$ cat src/rtl/mant_mult_sched.sv
// Round-robin share of one mantissa multiplier between two requesters; operands held MULT_LAT cycles, response MULT_LAT+1 after accept.
// Backpressure: resp_ready low parks the response and blocks both requesters; no grant in the cycle a response is taken.
module mant_mult_sched #(
  parameter int MULT_LAT = 1
) (
  input  logic        clk,
  input  logic        rst_n,
  input  logic        req0_valid,
  output logic        req0_ready,
  input  logic [30:0] req0_a,
  input  logic [30:0] req0_b,
  input  logic        req1_valid,
  output logic        req1_ready,
  input  logic [30:0] req1_a,
  input  logic [30:0] req1_b,
  output logic        resp_valid,
  input  logic        resp_ready,
  output logic        resp_id,
  output logic [22:0] resp_mantissa,
  output logic        resp_normalised,
  output logic [30:0] mult_a_operand,
  output logic [30:0] mult_b_operand,
  input  logic        mult_normalised,
  input  logic [22:0] mult_product_mantissa,
  output logic        busy
);

  localparam logic [3:0] CNT_LOAD = 4'(MULT_LAT);

  typedef enum logic [1:0] {IDLE, BUSY, RESP} state_t;

  state_t      state_q, state_d;
  logic        last_grant_q;
  logic [3:0]  cnt_q;
  logic        id_q;
  logic [30:0] op_a_q, op_b_q;
  logic [22:0] mant_q;
  logic        norm_q;
  logic        grant0, grant1, accept, capture;

  always_ff @(posedge clk) begin
    if (!rst_n) state_q <= IDLE;
    else        state_q <= state_d;
  end

  always_comb begin
    state_d = state_q;
    grant0  = 1'b0;
    grant1  = 1'b0;
    capture = 1'b0;
    case (state_q)
      IDLE: begin
        // On contention the requester not served last wins.
        grant0 = req0_valid && (!req1_valid || last_grant_q);
        grant1 = req1_valid && (!req0_valid || !last_grant_q);
        if (grant0 || grant1) state_d = BUSY;
      end
      BUSY: begin
        if (cnt_q == 4'd1) begin
          capture = 1'b1;
          state_d = RESP;
        end
      end
      RESP: begin
        if (resp_ready) state_d = IDLE;
      end
      default: state_d = IDLE;
    endcase
  end

  assign accept = grant0 || grant1;

  always_ff @(posedge clk) begin
    if (!rst_n) begin
      last_grant_q <= 1'b1;
      cnt_q        <= 4'd0;
      id_q         <= 1'b0;
      op_a_q       <= 31'd0;
      op_b_q       <= 31'd0;
      mant_q       <= 23'd0;
      norm_q       <= 1'b0;
    end else begin
      if (accept) begin
        op_a_q       <= grant1 ? req1_a : req0_a;
        op_b_q       <= grant1 ? req1_b : req0_b;
        id_q         <= grant1;
        last_grant_q <= grant1;
        cnt_q        <= CNT_LOAD;
      end else if (state_q == BUSY) begin
        cnt_q <= cnt_q - 4'd1;
      end
      if (capture) begin
        mant_q <= mult_product_mantissa;
        norm_q <= mult_normalised;
      end
    end
  end

  assign req0_ready      = grant0;
  assign req1_ready      = grant1;
  assign resp_valid      = (state_q == RESP);
  assign resp_id         = id_q;
  assign resp_mantissa   = mant_q;
  assign resp_normalised = norm_q;
  assign mult_a_operand  = op_a_q;
  assign mult_b_operand  = op_b_q;
  assign busy            = (state_q != IDLE);

endmodule

$ cat config.mk
export PLATFORM = sky130hd
export DESIGN_NAME = mant_mult_sched
export DESIGN_NICKNAME = d
export VERILOG_FILES = /design/src/rtl/mant_mult_sched.sv
export SDC_FILE = /design/constraint.sdc
export NUM_CORES = 1
export LEC_CHECK = 0
export CAP_MARGIN = 10
export CORE_MARGIN = 3
export CORE_UTILIZATION = 35
export DETAILED_ROUTE_END_ITERATION = 6
export PLACE_DENSITY = 0.74
export SETUP_SLACK_MARGIN = 0.1
export SLEW_MARGIN = 10
export SYNTH_ARGS = -nofsm -noshare
export SYNTH_HDL_FRONTEND = slang
export SYNTH_SLANG_ARGS = --single-unit
$ cat constraint.sdc
create_clock -name clk -period 2.64 [get_ports clk]
set_input_delay 0.264 -clock clk [delete_from_list [all_inputs] [get_ports clk]]
set_output_delay 0.264 -clock clk [all_outputs]
set_load 0.02 [all_outputs]
; ---- After elaboration in Yosys (flattened, before gate mapping)
; Cells that the tools add are included.
[word_totals]
out_inout_bits = 91
elab_cells = 43
reg_bits = 94
[op_classes]
n_eq_ne = 6
mux = 12
reduce_logical = 14
n_bitwise = 1
n_addsub = 1
[ops]
columns = op, n
row1 = $mux W31, 2
row2 = $mux W1, 6
row3 = $mux W2, 3
row4 = $pmux W2 S3, 1
row5 = $eq A4 B1 Y1 const B, 1
row6 = $logic_or A1 B1 Y1, 4
row7 = $ne A2 B2 Y1 const B, 2
row8 = $reduce_bool A2 Y1, 2
row9 = $sub A4 B1 Y4 const B, 1
row10 = $logic_not A1 Y1, 3
row11 = $reduce_and A3 Y1, 1
row12 = $eq A2 B1 Y1 const B, 1
row13 = $eq A2 B2 Y1 const B, 1
row14 = $logic_and A1 B1 Y1, 2
row15 = $logic_not A2 Y1, 1
row16 = $ne A2 B1 Y1 const B, 1
row17 = $reduce_or A2 Y1, 1
row18 = $not A1 Y1, 1

; ---- Logic depth before layout (Yosys ltp)
[logic_depth]
depth_word = 6
ltp_mapped = 7
mapped_depth_nobuf = 5

; ---- Worst setup path before layout
; OpenSTA, ideal clock, no wires.
[synth_timing]
path_kind = register to register
from = reg state_q[1]
to = reg op_a_q[0], in the netlist mult_a_operand[0]
stages_incl_launch_ff = 6
n_path_buf = 2
arrival_time_ns = 1.397
period_less_slack_ns = 1.519
setup_slack_ns = 1.121
path_cell_list = dfxtp_1 > or2_1 > or2_1 > buf_6 > buf_6 > o311a_1
[synth_between]
elab_chain_cells = 3
[synth_lines]
columns = element, line
row1 = start: declaration, 32  ; state_t state_q, state_d;
row2 = start signal: assignment, 43  ; else state_q <= state_d;
row3 = $logic_not A2 Y1 *, 51  ; case (state_q)
row4 = $mux W1, 51
row5 = $mux W31 or $logic_or A1 B1 Y1 (tied branches), "84, 71"
row6 = end signal: assignment, 84  ; op_a_q <= grant1 ? req1_a : req0_a;
row7 = end: declaration, 36  ; logic [30:0] op_a_q, op_b_q;
; Mark *: on every way between the ends. The rest lies on a longest branch, timed or not.
; A chain may end at the register's enable or synchronous reset.

; ---- Worst setup path after layout
[layout_timing]
from = in req0_valid
to = out req0_ready
[layout_between]
elab_chain_cells = 2
[layout_lines]
columns = element, line
row1 = start: declaration, 8  ; input logic req0_valid,
row2 = $logic_and A1 B1 Y1, 54  ; grant0 = req0_valid && (!req1_valid || last_grant_q);
row3 = $mux W1, 51
row4 = end: declaration, 9  ; output logic req0_ready,
; No other way between the ends.

==> summary.txt <==
Clk pwr share -> 29.7%
Setup crit start kind -> primary input
Reg2Reg Launch Point -> state_q[1]
sequential area share after synthesis -> 39.06%
Final Hold Vio Count -> 0
post-CTS setup buffers -> 0
pwr dens -> 626.5 nW/µm²
Post-synth top cells -> dfxtp_1 (94), a21boi_0 (76), and3_1 (62), o21bai_1 (62), o311a_1 (62)
drt pass-1 iters -> 4
# IOs -> 244
beginning of the critical path -> req0_valid
Tmin final -> 2.370 ns
syn_area_per_cell -> 9.264 µm²
switching pwr -> 1.500 mW
WP data arrival -> 2.11 ns
die area -> 15,210 µm²
multi-input combinational cell area -> 2626 µm²
area grow syn2layout -> 57.87%
number of instances resized during post-cts repair -> 0
DR vias/cell -> 5.477
Synth Cell Area -> 4817 µm²
FP Rows -> 42
top-count cell post-synth -> dfxtp_1
Setup crit end kind -> output pin
FF+latch area -> 1882 µm²
Layout fillers -> 1,204
Slew @ Worst Pin -> 0.7762 ns
Seq pwr share -> 35.6%
Comb power frac -> 34.6%
Tcrit/Tclk final -> 89.79%
Post-Route WL -> 16,080 µm
Cell Int Power -> 3.264 mW
vias in the first global route -> 4,807
Critical Path RT -> 2.38 ns
Worst VDD drop -> 0.0003502 V
Worst-Skew Late Latency -> 0.34 ns
antenna diode count -> 0
Nets -> 873
RSZ-0062 raised after global routing -> no
die height -> 123.3 µm
Yosys warnings -> 0
cts hold-fix bufs -> 0
Core Region -> 13,350 µm²
Min-Delay Path Class -> primary input to flip-flop
Rel. slew slack -> 48.26%
flops & latches, synth -> 94
DRC -> 0
Port-buffer cells -> 243
Root Buffer -> clkbuf_16
Synth async-reset ratio -> 0%
clk sinks -> 94
fmax -> 421.9 MHz
initial DRC count -> 312
Post-DP Area -> 7283 µm²
Worst Hold Launch -> rst_n
Tot GR Track Use -> 20.18%
outcome -> completed
Post-Route Skew -> 0.007117 ns
cells after synthesis -> 520
Post-synth top flop -> dfxtp_1
routed len/inst -> 17.89 µm
largest net degree at the start of global routing -> 127
Leakage -> 3.083 nW
maxcap violations -> 0
TritonCTS clock tree -> done
HPWL Detailed -> 10,660 µm
switching portion of total power -> 31.49%
layout cells sized above 1 -> 4.703%
Setup CP Type -> primary input to output pin
Routed Antenna Nets -> 0
synth unique cells -> 33
Slew Viols, Final -> 0
Max FO, Critical Path -> 3
Initial Util -> 36.09%
top post-synthesis cells by area -> dfxtp_1 (39%), o311a_1 (13%), a21boi_0 (12%)
Placer Congestion -> 0.7427
first-pass GRT wire length -> 24,520 µm
clk slew on worst S/H paths -> 0.07 ns
detailed-route via count -> 4,924
chip width -> 123.3 µm
EDFF count, synth -> 0
post-synth top area cell -> dfxtp_1
H-Tree Depth -> 3
setup TNS -> 0 ns
Longest Clk Path Bufs -> 2
Yosys top cell area share -> 39.06%
TritonCTS Buffers -> 9
total nets after synthesis -> 675
total grt overflow -> 0
Design Area, Final -> 7605 µm²
endpoints failing setup -> 0
initial antenna violation count -> 0
## worst paths after layout
kind / endpoint / slack, ns / cells past startpoint
hold / removal: last_grant_q / 0.41 / 2
hold reg to reg: resp_mantissa[11] / 0.47 / 2
setup / recovery: req0_ready / 0.27 / 4
setup reg to reg: mult_a_operand[2] / 0.67 / 4
## registers in the layout, indices dropped and copies added (netlist names)
name,cells
resp_mantissa,23
cnt_q,4
mult_a_operand,31
resp_normalised,1
mult_b_operand,31
resp_id,1
state_q,2
last_grant_q,1
## kinds of logic (layout without fill, tap and decap cells)
| family | Yosys count | in the layout | synth area share [%] |
|---|---|---|---|
| compound gates | 243 | 243 | 39.71 |
| xor+xnor | 2 | 2 | 0.3637 |
| fa+ha+maj | 2 | 2 | 0.5194 |
| buf+inv | 70 | 273 | 6.623 |
| flops | 94 | 94 | 39.06 |
| simple gates | 109 | 109 | 13.71 |
## power by group through the flow
stage	Combinational [mW]	Sequential (mW)	Clock (mW)
2_1_floorplan	0.736	1.92	0
3_3_place_gp	1.63	1.72	0
3_5_place_dp	1.66	1.73	0
4_1_cts	1.67	1.70	1.45
5_1_grt	1.78	1.72	1.51
6_report	1.65	1.70	1.42
## per-layer routing
metal  global-route usage [%]  vias up  part of all wire [%]
met2                    33.40      196                    48
met5                        0        -                     0
li1                         -     2376                     -
met3                    6.176       24                   8.3
met1                    24.80     2328                    42
met4                    7.197        0                   2.0
## through the flow
step | power [mW] | cells | util, % | hold slack [ns] | setup WS [ns]
3_3_place_gp | 3.343 | 883 | 54.57 | 0.4572 | 0.3131
3_5_place_dp | 3.386 | 883 | 54.57 | 0.4636 | 0.2693
2_1_floorplan | 2.652 | 520 | - | 0.4106 | 1.121
6_report | 4.764 | 899 | 56.97 | 0.4143 | 0.2696
5_1_grt | 5.008 | 899 | 56.97 | 0.4190 | 0.2289
4_1_cts | 4.816 | 899 | 56.97 | 0.4000 | 0.2669
## placed cells by master (no fill, tap or decap), drive strengths merged, types with 2 or more instances in the layout
master and count:
clkbuf 10, ha 2, nor2 3, a22oi 2, or2 2, o21ai 25, nand3b 2, or3b 2
inv 6, nor2b 4, dfxtp 94, bufinv 2, a21oi 2, o311a 62, nand3 25, a21boi 88
and3 62, nand2 4, clkinvlp 2, nor3b 2, o21bai 62, buf 11, clkdlybuf4s50 242
## critical path, stage by stage
cell             delay (ns)
clkdlybuf4s50_1        0.56
or3b_2                 0.50
a21oi_1                0.15
clkdlybuf4s50_1        0.62
## area by class of cell
cell class              count  share of cell area [%]
multi-input cells         356                   34.53
repair buffers            253                   33.40
flip-flops and latches     94                   24.74
clock buffers              10                   3.011
well taps                 176                   2.896
clock inverters             6                   1.218
inverters                   4                  0.1974
No activity file was read; power rests on OpenSTA's default activity.
